<file path="config.mk">
export PLATFORM = sky130hd
export DESIGN_NAME = noun_walker_dsw_flat
export DESIGN_NICKNAME = d
export VERILOG_FILES = /design/src/rtl/noun_walker_dsw_if.sv /design/src/rtl/noun_walker_dsw.sv /design/src/flat_wrapper.sv
export SDC_FILE = /design/constraint.sdc
export NUM_CORES = 1
export LEC_CHECK = 0
export CORE_MARGIN = 1
export CORE_UTILIZATION = 45
export DETAILED_ROUTE_END_ITERATION = 10
export GPL_TIMING_DRIVEN = 0
export PLACE_DENSITY = 0.79
export SLEW_MARGIN = 20
export SYNTH_ARGS = -nofsm -noshare
export SYNTH_HDL_FRONTEND = slang
export SYNTH_SLANG_ARGS = --single-unit
</file>
<file path="constraint.sdc">
create_clock -name clk -period 3.1 [get_ports clk]
set_input_delay 0.775 -clock clk [delete_from_list [all_inputs] [get_ports clk]]
set_output_delay 0.775 -clock clk [all_outputs]
set_load 0.02 [all_outputs]
</file>
<file path="src/rtl/noun_walker_dsw_if.sv">
// rtl/noun_walker_dsw_if.sv - memory bus and visit handshake between the walker and its memory/execute side
interface noun_walker_dsw_if #(
  parameter int ADDR_W = 10,
  parameter int DATA_W = 64
);
  logic              mem_req;
  logic              mem_we;
  logic [ADDR_W-1:0] mem_addr;
  logic [DATA_W-1:0] mem_wdata;
  logic              mem_ready;
  logic [DATA_W-1:0] mem_rdata;
  logic              visit_valid;
  logic [ADDR_W-1:0] visit_addr;
  logic [DATA_W-1:0] visit_data;
  logic              visit_done;
  logic              bus_grant;

  modport master (
    output mem_req, mem_we, mem_addr, mem_wdata,
    input  mem_ready, mem_rdata,
    output visit_valid, visit_addr, visit_data, bus_grant,
    input  visit_done
  );

  modport slave (
    input  mem_req, mem_we, mem_addr, mem_wdata,
    output mem_ready, mem_rdata,
    input  visit_valid, visit_addr, visit_data, bus_grant,
    output visit_done
  );
endinterface

</file>
<file path="src/rtl/noun_walker_dsw.sv">
// rtl/noun_walker_dsw.sv - pointer-reversal (Deutsch-Schorr-Waite) noun tree walker with execute hand-off
module noun_walker_dsw #(
  parameter int                ADDR_W    = 10,
  parameter int                NOUN_W    = 28,
  parameter int                TAG_W     = 8,
  parameter int                DATA_W    = TAG_W + 2*NOUN_W,
  parameter logic [ADDR_W-1:0] NIL       = {ADDR_W{1'b1}},
  parameter int                MAX_DEPTH = 255,
  parameter int                DEPTH_W   = 8
) (
  input  logic                clk,
  input  logic                rst,
  input  logic                i_start,
  input  logic [ADDR_W-1:0]   i_root_addr,
  output logic                o_busy,
  output logic                o_done,
  output logic [1:0]          o_error,
  output logic [DEPTH_W-1:0]  o_node_count,
  noun_walker_dsw_if.master   bus
);

  localparam int TAG_LO = 2*NOUN_W;
  localparam int HED_LO = NOUN_W;
  localparam logic [DEPTH_W-1:0] MAX_D = DEPTH_W'(MAX_DEPTH);

  typedef enum logic [3:0] {
    S_IDLE, S_FETCH, S_FETCH_WAIT, S_DECIDE, S_WRITE,
    S_WRITE_WAIT, S_VISIT, S_DONE, S_ERROR
  } state_t;

  state_t              r_state, n_state;
  logic [ADDR_W-1:0]   r_p, n_p;
  logic [ADDR_W-1:0]   r_b, n_b;
  logic [ADDR_W-1:0]   r_waddr, n_waddr;
  logic [DEPTH_W-1:0]  r_depth, n_depth;
  logic [DEPTH_W-1:0]  r_count, n_count;
  logic [DATA_W-1:0]   r_word, n_word;
  logic                r_pop, n_pop;
  logic [1:0]          r_error, n_error;

  logic                w_hc, w_tc, w_hv, w_tv, w_exec;
  logic [ADDR_W-1:0]   w_hed_ptr, w_tel_ptr;
  logic                w_at_max;
  logic                w_do_cont;
  logic [ADDR_W-1:0]   w_back;

  assign w_hc      = r_word[TAG_LO+1];
  assign w_tc      = r_word[TAG_LO+0];
  assign w_hv      = r_word[TAG_LO+3];
  assign w_tv      = r_word[TAG_LO+2];
  assign w_exec    = r_word[TAG_LO+7];
  assign w_hed_ptr = r_word[HED_LO +: ADDR_W];
  assign w_tel_ptr = r_word[0 +: ADDR_W];
  assign w_at_max  = (r_depth == MAX_D);

  always_ff @(posedge clk or negedge rst) begin
    if (!rst) begin
      r_state <= S_IDLE;
      r_p     <= '0;
      r_b     <= NIL;
      r_waddr <= '0;
      r_depth <= '0;
      r_count <= '0;
      r_word  <= '0;
      r_pop   <= 1'b0;
      r_error <= 2'd0;
    end else begin
      r_state <= n_state;
      r_p     <= n_p;
      r_b     <= n_b;
      r_waddr <= n_waddr;
      r_depth <= n_depth;
      r_count <= n_count;
      r_word  <= n_word;
      r_pop   <= n_pop;
      r_error <= n_error;
    end
  end

  always_comb begin
    n_state   = r_state;
    n_p       = r_p;
    n_b       = r_b;
    n_waddr   = r_waddr;
    n_depth   = r_depth;
    n_count   = r_count;
    n_word    = r_word;
    n_pop     = r_pop;
    n_error   = r_error;
    w_do_cont = 1'b0;
    w_back    = r_b;

    case (r_state)
      S_IDLE, S_ERROR: begin
        if (i_start) begin
          if (i_root_addr == NIL) begin
            n_error = 2'd2;
            n_state = S_ERROR;
          end else begin
            n_error = 2'd0;
            n_p     = i_root_addr;
            n_b     = NIL;
            n_depth = '0;
            n_count = '0;
            n_state = S_FETCH;
          end
        end
      end
      S_FETCH: n_state = S_FETCH_WAIT;
      S_FETCH_WAIT: begin
        if (bus.mem_ready) begin
          n_word  = bus.mem_rdata;
          n_state = S_DECIDE;
        end
      end
      S_DECIDE: begin
        if (!w_hv && !w_tv && (w_hc || w_tc) && (r_count != '1))
          n_count = r_count + DEPTH_W'(1);
        if (w_hc && !w_hv) begin
          if (w_at_max) begin
            n_error = 2'd1;
            n_state = S_ERROR;
          end else begin
            n_word[HED_LO +: ADDR_W] = r_b;
            n_word[TAG_LO+3]         = 1'b1;
            n_b     = r_p;
            n_p     = w_hed_ptr;
            n_waddr = r_p;
            n_depth = r_depth + DEPTH_W'(1);
            n_pop   = 1'b0;
            n_state = S_WRITE;
          end
        end else if (w_tc && !w_tv) begin
          if (w_at_max) begin
            n_error = 2'd1;
            n_state = S_ERROR;
          end else begin
            // Returning from the hed child: put it back and recover our parent link in the same step.
            if (w_hv) begin
              n_word[HED_LO +: ADDR_W] = r_b;
              w_back = w_hed_ptr;
            end
            n_word[0 +: ADDR_W] = w_back;
            n_word[TAG_LO+2]    = 1'b1;
            n_b     = r_p;
            n_p     = w_tel_ptr;
            n_waddr = r_p;
            n_depth = r_depth + DEPTH_W'(1);
            n_pop   = 1'b0;
            n_state = S_WRITE;
          end
        end else if (w_tv || w_hv) begin
          if (w_tv) begin
            n_word[0 +: ADDR_W] = r_b;
            n_b = w_tel_ptr;
          end else begin
            n_word[HED_LO +: ADDR_W] = r_b;
            n_b = w_hed_ptr;
          end
          n_word[TAG_LO+3] = 1'b0;
          n_word[TAG_LO+2] = 1'b0;
          n_waddr = r_p;
          n_pop   = 1'b1;
          n_state = S_WRITE;
        end else if (w_exec) begin
          n_state = S_VISIT;
        end else begin
          w_do_cont = 1'b1;
        end
      end
      S_WRITE: n_state = S_WRITE_WAIT;
      S_WRITE_WAIT: begin
        if (bus.mem_ready) begin
          if (!r_pop)
            n_state = S_FETCH;
          else if (w_exec)
            n_state = S_VISIT;
          else
            w_do_cont = 1'b1;
        end
      end
      S_VISIT: begin
        if (bus.visit_done)
          w_do_cont = 1'b1;
      end
      S_DONE:  n_state = S_IDLE;
      default: n_state = S_IDLE;
    endcase

    // After a pop P is the finished node and B its parent; climbing swaps them.
    if (w_do_cont) begin
      if (r_b == NIL) begin
        n_state = S_DONE;
      end else begin
        n_p     = r_b;
        n_b     = r_p;
        n_depth = r_depth - DEPTH_W'(1);
        n_state = S_FETCH;
      end
    end
  end

  assign o_busy       = !(r_state inside {S_IDLE, S_DONE, S_ERROR});
  assign o_done       = (r_state == S_DONE);
  assign o_error      = r_error;
  assign o_node_count = r_count;

  assign bus.mem_req     = (r_state == S_FETCH) || (r_state == S_WRITE);
  assign bus.mem_we      = (r_state == S_WRITE);
  assign bus.mem_addr    = (r_state == S_FETCH) ? r_p :
                           (r_state == S_WRITE) ? r_waddr : '0;
  assign bus.mem_wdata   = (r_state == S_WRITE) ? r_word : '0;
  assign bus.visit_valid = (r_state == S_VISIT);
  assign bus.bus_grant   = (r_state == S_VISIT);
  assign bus.visit_addr  = (r_state == S_VISIT) ? r_p : '0;
  assign bus.visit_data  = (r_state == S_VISIT) ? r_word : '0;

endmodule

</file>
<file path="src/flat_wrapper.sv">
// flat-port wrapper written by rule: the top's interface ports become plain ports
module noun_walker_dsw_flat 
#(
  parameter int                ADDR_W    = 10,
  parameter int                NOUN_W    = 28,
  parameter int                TAG_W     = 8,
  parameter int                DATA_W    = TAG_W + 2*NOUN_W,
  parameter logic [ADDR_W-1:0] NIL       = {ADDR_W{1'b1}},
  parameter int                MAX_DEPTH = 255,
  parameter int                DEPTH_W   = 8
)
  (clk, rst, i_start, i_root_addr, o_busy, o_done, o_error, o_node_count, bus_mem_req, bus_mem_we, bus_mem_addr, bus_mem_wdata, bus_mem_ready, bus_mem_rdata, bus_visit_valid, bus_visit_addr, bus_visit_data, bus_bus_grant, bus_visit_done);
  noun_walker_dsw_if #(.ADDR_W(ADDR_W), .DATA_W(DATA_W)) bus_i ();
  input  logic clk;
  input  logic rst;
  input  logic i_start;
  input  logic [ADDR_W-1:0] i_root_addr;
  output logic o_busy;
  output logic o_done;
  output logic [1:0] o_error;
  output logic [DEPTH_W-1:0] o_node_count;
  output wire logic [$bits(bus_i.mem_req)-1:0] bus_mem_req;
  output wire logic [$bits(bus_i.mem_we)-1:0] bus_mem_we;
  output wire logic [$bits(bus_i.mem_addr)-1:0] bus_mem_addr;
  output wire logic [$bits(bus_i.mem_wdata)-1:0] bus_mem_wdata;
  input wire logic [$bits(bus_i.mem_ready)-1:0] bus_mem_ready;
  input wire logic [$bits(bus_i.mem_rdata)-1:0] bus_mem_rdata;
  output wire logic [$bits(bus_i.visit_valid)-1:0] bus_visit_valid;
  output wire logic [$bits(bus_i.visit_addr)-1:0] bus_visit_addr;
  output wire logic [$bits(bus_i.visit_data)-1:0] bus_visit_data;
  output wire logic [$bits(bus_i.bus_grant)-1:0] bus_bus_grant;
  input wire logic [$bits(bus_i.visit_done)-1:0] bus_visit_done;
  assign bus_mem_req = bus_i.mem_req;
  assign bus_mem_we = bus_i.mem_we;
  assign bus_mem_addr = bus_i.mem_addr;
  assign bus_mem_wdata = bus_i.mem_wdata;
  assign bus_i.mem_ready = bus_mem_ready;
  assign bus_i.mem_rdata = bus_mem_rdata;
  assign bus_visit_valid = bus_i.visit_valid;
  assign bus_visit_addr = bus_i.visit_addr;
  assign bus_visit_data = bus_i.visit_data;
  assign bus_bus_grant = bus_i.bus_grant;
  assign bus_i.visit_done = bus_visit_done;
  noun_walker_dsw #(.ADDR_W(ADDR_W), .NOUN_W(NOUN_W), .TAG_W(TAG_W), .DATA_W(DATA_W), .NIL(NIL), .MAX_DEPTH(MAX_DEPTH), .DEPTH_W(DEPTH_W)) u_core (.clk(clk), .rst(rst), .i_start(i_start), .i_root_addr(i_root_addr), .o_busy(o_busy), .o_done(o_done), .o_error(o_error), .o_node_count(o_node_count), .bus(bus_i));
endmodule
</file>
Word level (Yosys, flattened, before mapping)
Index checks and enable logic that the tools add are counted.

Flip-flop bits (word level): 117. Bits of input ports: 79. Output and inout port bits: 164. Logic and storage cells: 167.

Equal/unequal tests: 31. Reductions and logical operators: 26. Add/sub/neg operators: 3. Mux-type cells: 94.

Operators by type and width (count): two-way mux 10 bit (37); two-way mux 64 bit (2); two-way mux 8 bit (10); one-hot mux 10 bit (2 select lines) (4); two-way mux 60 bit (1); two-way mux 4 bit (11); one-hot mux 8 bit (2 select lines) (2); one-hot mux 4 bit (7 select lines) (1); == test 10 bit, second input constant (2); adder 8 x 1 -> 8 bit, second input constant (2); == test 4 x 3 -> 1 bit, second input constant (4); two-way mux 1 bit (16); two-way mux 2 bit (6); inequality test 3 x 1 -> 1 bit, second input constant (4); inequality test 3 x 2 -> 1 bit, second input constant (4); AND reduction 5 bit (2); == test 4 x 2 -> 1 bit, second input constant (2); == test 8 bit, second input constant (1); inequality test 2 bit, second input constant (4); inequality test 8 bit, second input constant (1); one-hot mux 2 bit (2 select lines) (2); AND reduction 4 bit (2); subtractor 8 x 1 -> 8 bit, second input constant (1); AND reduction 7 bit (1); other kinds (19) (32).

Logic depth before layout (Yosys ltp)
Depth after elaboration: 7. Depth in mapped cells: 8. Depth with buffers taken out: 6.

Worst setup path after synthesis
Ideal clock, no wire load.

Kind: register -> output. Start: register u_core.r_state[3]. End: output bus_mem_wdata[14]. Stages on the path, launching flop included: 6. Path buffers: 3. Required time: 2.325 ns. Setup slack: 0.470 ns. Arrival time: 1.855 ns. Path through: dfrtp_1 clkbuf_1 nor4b_1 clkbuf_1 clkbuf_1 and2_1.

Word-level cells in the longest chain between the ends: 2.

RTL lines: start: declaration (RTL line noun_walker_dsw.sv:31) `state_t r_state, n_state;`; start signal: assignment (RTL line noun_walker_dsw.sv:68) `r_state <= n_state;`; == test 4 x 3 -> 1 bit (RTL line noun_walker_dsw.sv:212) `assign bus.mem_wdata = (r_state == S_WRITE) ? r_word : '0;`; two-way mux 64 bit (RTL line noun_walker_dsw.sv:212); end: declaration (RTL line flat_wrapper.sv:25) `output wire logic [$bits(bus_i.mem_wdata)-1:0] bus_mem_wdata;`.

Every way passes these cells.

Final worst setup path
Start: register u_core.r_state[3]. End: output bus_mem_wdata[7].

Same word-level chain as after synthesis.

==> impl_table.tex <==
\begin{tabular}{lr}
\hline
Metric & Value \\
\hline
\multicolumn{2}{l}{\textbf{Run status}} \\
Outcome & finished clean \\
\multicolumn{2}{l}{\textbf{Floorplanning}} \\
Die extent in y & around 130 microns \\
Starting utilization of the core area & 46.39\% \\
Core ar. & between 15000 and 20000 sq um \\
Core Rows & 46 \\
Die outline width & 130.4 microns \\
Area of the die & approximately 17000 sq um \\
Number of ports placed on the die boundary & approximately 240 \\
\multicolumn{2}{l}{\textbf{Clock tree}} \\
Total CTS buffers & 17 \\
CTS H-tree depth & 4 \\
TritonCTS Sinks & roughly 120 \\
Worst-skew pair later-pin latency & roughly 0.43 ns \\
Clock tree from TritonCTS & done \\
Number of buffers between clock root and the deepest sink & 2 \\
Library cell used as clock root buffer & clkbuf\_16 \\
\# hold bufs at CTS & 0 \\
Clk slew on worst S/H paths & about 0.050 ns \\
\multicolumn{2}{l}{\textbf{Synth}} \\
Number of synthesized flops with an enable pin & 0 \\
Cell taking the most area after synthesis & dfrtp\_1 \\
Number of instances in the synthesized netlist & 896 \\
Dominant cells by area after synthesis & dfrtp\_1 36\%, and2\_1 12\%, nand2\_1 8.9\% \\
Number of warnings issued by yosys & 0 \\
Post-Syn Nets & around 980 \\
Proportion of netlist area held by the largest area contributor & between 30\% and 40\% \\
Synthesized area per cell & about 8.3 sq um \\
Share of the yosys chip area belonging to registers & 39.62\% \\
Number of unique standard cell types used by synthesis & 64 \\
Asr flop ratio synth & 100.0\% \\
Total of flip-flops plus latches after synthesis & between 100 and 150 \\
Cell area after synthesis & roughly 7400 sq um \\
Most used flip-flop cell after synthesis & dfrtp\_1 \\
Commonest cells in the synthesized netlist & 176 x nand2\_1, 140 x and2\_1, 107 x dfrtp\_1 \\
Most frequent cell after synthesis & nand2\_1 \\
\multicolumn{2}{l}{\textbf{Setup path}} \\
Worst endpoint required time & about 2.3 ns \\
Worst path arrival time & 2.30 ns \\
Chain of cells forming the critical path & clkbuf\_8 -> nor4b\_4 -> buf\_4 -> clkbuf\_4 -> and2\_1 -> clkdlybuf4s15\_1 \\
Crit. End Element & output port \\
Crit start category & flip-flop \\
Type of the worst setup path & reg2out \\
Crit Path Max Fanout & 10 \\
Combined buffer and inverter count along the critical path & 4 \\
Cell family with the largest share of critical-path delay & buffers and inverters \\
CP max stage delay & 0.45 ns \\
Critical-path top delay cell & dfrtp\_1 \\
\multicolumn{2}{l}{\textbf{STA}} \\
Endpoints failing setup & 0 \\
Peak clock frequency supported by timing & roughly 330 MHz \\
Time the worst path needs with I/O delays and setup & 3.075 ns \\
Max Slew Vio Count & 0 \\
Post-route clock period utilization & between 90\% and 100\% \\
Clock skew after layout & roughly 0.0099 ns \\
Slew HR & between 40\% and 50\% \\
Setup ws final & roughly 0.025 ns \\
Pin slew with the least headroom to its limit & between 0.8 and 0.9 ns \\
Final hold violation count & 0 \\
Final total negative setup slack & 0 ns \\
\multicolumn{2}{l}{\textbf{Finish}} \\
Final core utilization & 66.52\% \\
Non-Filler Cell Area, Final & about 11000 sq um \\
Antenna diode count & 0 \\
Area overhead of the layout relative to synthesis & 43.41\% \\
Number of nets in the finished design & approximately 1200 \\
Layout filler cell count & between 1000 and 1500 \\
Fraction of final layout cells sized beyond drive strength 1 & 14.47\% \\
\multicolumn{2}{l}{\textbf{Placement}} \\
\# port buffers & between 200 and 250 \\
Worst slack at placement & -1.003 ns \\
Routability congestion estimate from global placement & between 0.9 and 1 \\
Area after DPL & approximately 10000 sq um \\
Post-detailed-placement half-perimeter wirelength & roughly 20000 microns \\
\multicolumn{2}{l}{\textbf{Global routing}} \\
Pin count of the biggest net entering global routing & 64 \\
Global routing usage summed across all routing layers & about 33\% \\
Vias in the first global route & 7787 \\
Wire length of the first global-routing pass & between 40000 and 50000 microns \\
Remaining global-route overflow & 0 \\
Initial antenna violation count & 0 \\
\multicolumn{2}{l}{\textbf{Detailed routing}} \\
Total detailed-routing wirelength & between 20000 and 30000 microns \\
Avg WL per Cell & between 15 and 20 microns \\
Detailed Routing Iterations Pass 1 & 5 \\
Violation count after the first detailed-routing iteration & roughly 620 \\
DR vias/cell & between 5 and 6 \\
Post-route antenna net violation count & 0 \\
Total vias in the final route & between 7000 and 8000 \\
DRC violations left & 0 \\
\multicolumn{2}{l}{\textbf{Min path}} \\
Classification of the worst-slack hold path & in2async \\
\multicolumn{2}{l}{\textbf{Job}} \\
Max-cap violation count & 0 \\
\multicolumn{2}{l}{\textbf{Power and ir drop}} \\
Static power due to leakage & about 5.1 nW \\
Power density cells & a little under 900 nW/um\^{}2 \\
Maximum vdd drop & roughly 0.5 mV \\
\hline
\end{tabular}
==> flip-flops by register name, summed over array words and instances, names as in the netlist <==
| signal | count |
|---|---|
| u_core.r_p | 10 |
| u_core.r_b | 10 |
| u_core.r_pop | 1 |
| u_core.r_state | 4 |
| u_core.r_waddr | 10 |
| u_core.o_error | 2 |
| u_core.o_node_count | 8 |
| u_core.r_word | 64 |
| u_core.r_depth | 8 |
==> cell usage in the layout (no fill, tap or decap), types with 4 or more instances in the layout <==
master,count
dfstp_2,10
a31oi_1,23
and4_1,7
or3_1,4
a21oi_1,16
and2_1,140
buf_1,4
clkdlybuf4s15_1,27
clkinvlp_4,4
o211ai_1,12
mux2_2,24
clkbuf_4,8
nand4_1,10
clkbuf_1,39
dlygate4sd2_1,63
inv_1,9
a211oi_1,7
dfrtp_1,104
a221o_1,4
nand3_1,37
a22o_1,19
xnor2_1,5
o22ai_1,17
a22oi_1,10
nand2b_1,7
o21ai_0,30
clkbuf_16,17
clkbuf_8,5
clkdlybuf4s15_2,7
buf_4,10
buf_2,44
nor2_1,49
clkdlybuf4s50_1,98
o221ai_1,4
nand2_1,176
a41oi_1,5
clkbuf_2,10
nor3_1,17
mux2i_1,23
==> metrics by stage <==
| step | power, mW | hold slack (ns) | cells |
|---|---|---|---|
| 6_report | 9.391 | 0.3151 | 1391 |
| 5_1_grt | 9.957 | 0.3477 | 1391 |
| 4_1_cts | 9.290 | 0.3321 | 1391 |
| 3_5_place_dp | 7.324 | 0.4690 | 1354 |
| 3_3_place_gp | 7.226 | 0.4651 | 1353 |
| 2_1_floorplan | 5.588 | 0.4511 | 896 |
==> area by class of cell <==
| cell class | instances | area, sq um | area share, % |
|---|---|---|---|
| clock inverter | 12 | 152.6 | 1.434 |
| clock buffer | 20 | 446.7 | 4.197 |
| tap | 216 | 270.3 | 2.539 |
| timing repair buffer | 249 | 2233 | 20.98 |
| multi-input combinational | 697 | 4182 | 39.29 |
| buffer | 71 | 381.6 | 3.585 |
| sequential | 117 | 2944 | 27.66 |
| inverter | 9 | 33.78 | 0.3174 |
==> path summary, 6_finish.rpt <==
check	slack, ns	depth (start not counted)	startpoint	end
worst max register to register	0.39	6	u_core.r_state[3]	u_core.r_word[33]
worst min register to register	0.48	2	u_core.r_word[55]	u_core.r_word[55]
max in group asynchronous	2.06	2	rst	u_core.r_b[8]
worst max-delay path	0.02	6	u_core.r_state[3]	bus_mem_wdata[7]
min in group clk	0.48	2	u_core.r_word[55]	u_core.r_word[55]
worst min-delay path	0.32	1	rst	u_core.r_state[0]
==> cells by family (layout without fill, tap and decap cells) <==
kind of cell / count (synthesis) / after routing / share of synthesized area, %
AO/OA/AOI/OAI: 166 / 166 / 15.51
XOR/XNOR: 5 / 5 / 0.5900
adder cells (fa/ha/maj): 3 / 3 / 0.5058
buffers and inverters: 82 / 361 / 4.585
flip-flops: 117 / 117 / 39.62
multiplexers: 47 / 47 / 6.743
AND/OR/NAND/NOR: 476 / 476 / 32.45
==> where the power goes <==
group	leakage, nW	switching, mW	internal, mW
logic	3.38	2.50	1.79
registers	1.45	0.846	2.24
clock network	0.283	0.731	1.28
==> layer usage <==
layer	part of all wire [%]	vias up	global-route usage, %
met3	10	77	9.609
met1	39	3772	41.49
met2	47	471	53.63
li1	-	3665	-
met4	3.7	0	15.08
met5	0	-	0
==> what timing repair did <==
action | in CTS | in global routing
endpoints found under the setup margin | 154 | 55
setup buffers | 7 | 0
pin swaps | 2 | 1
gates resized for setup | 336 | 18
No activity file was read; power rests on OpenSTA's default activity.
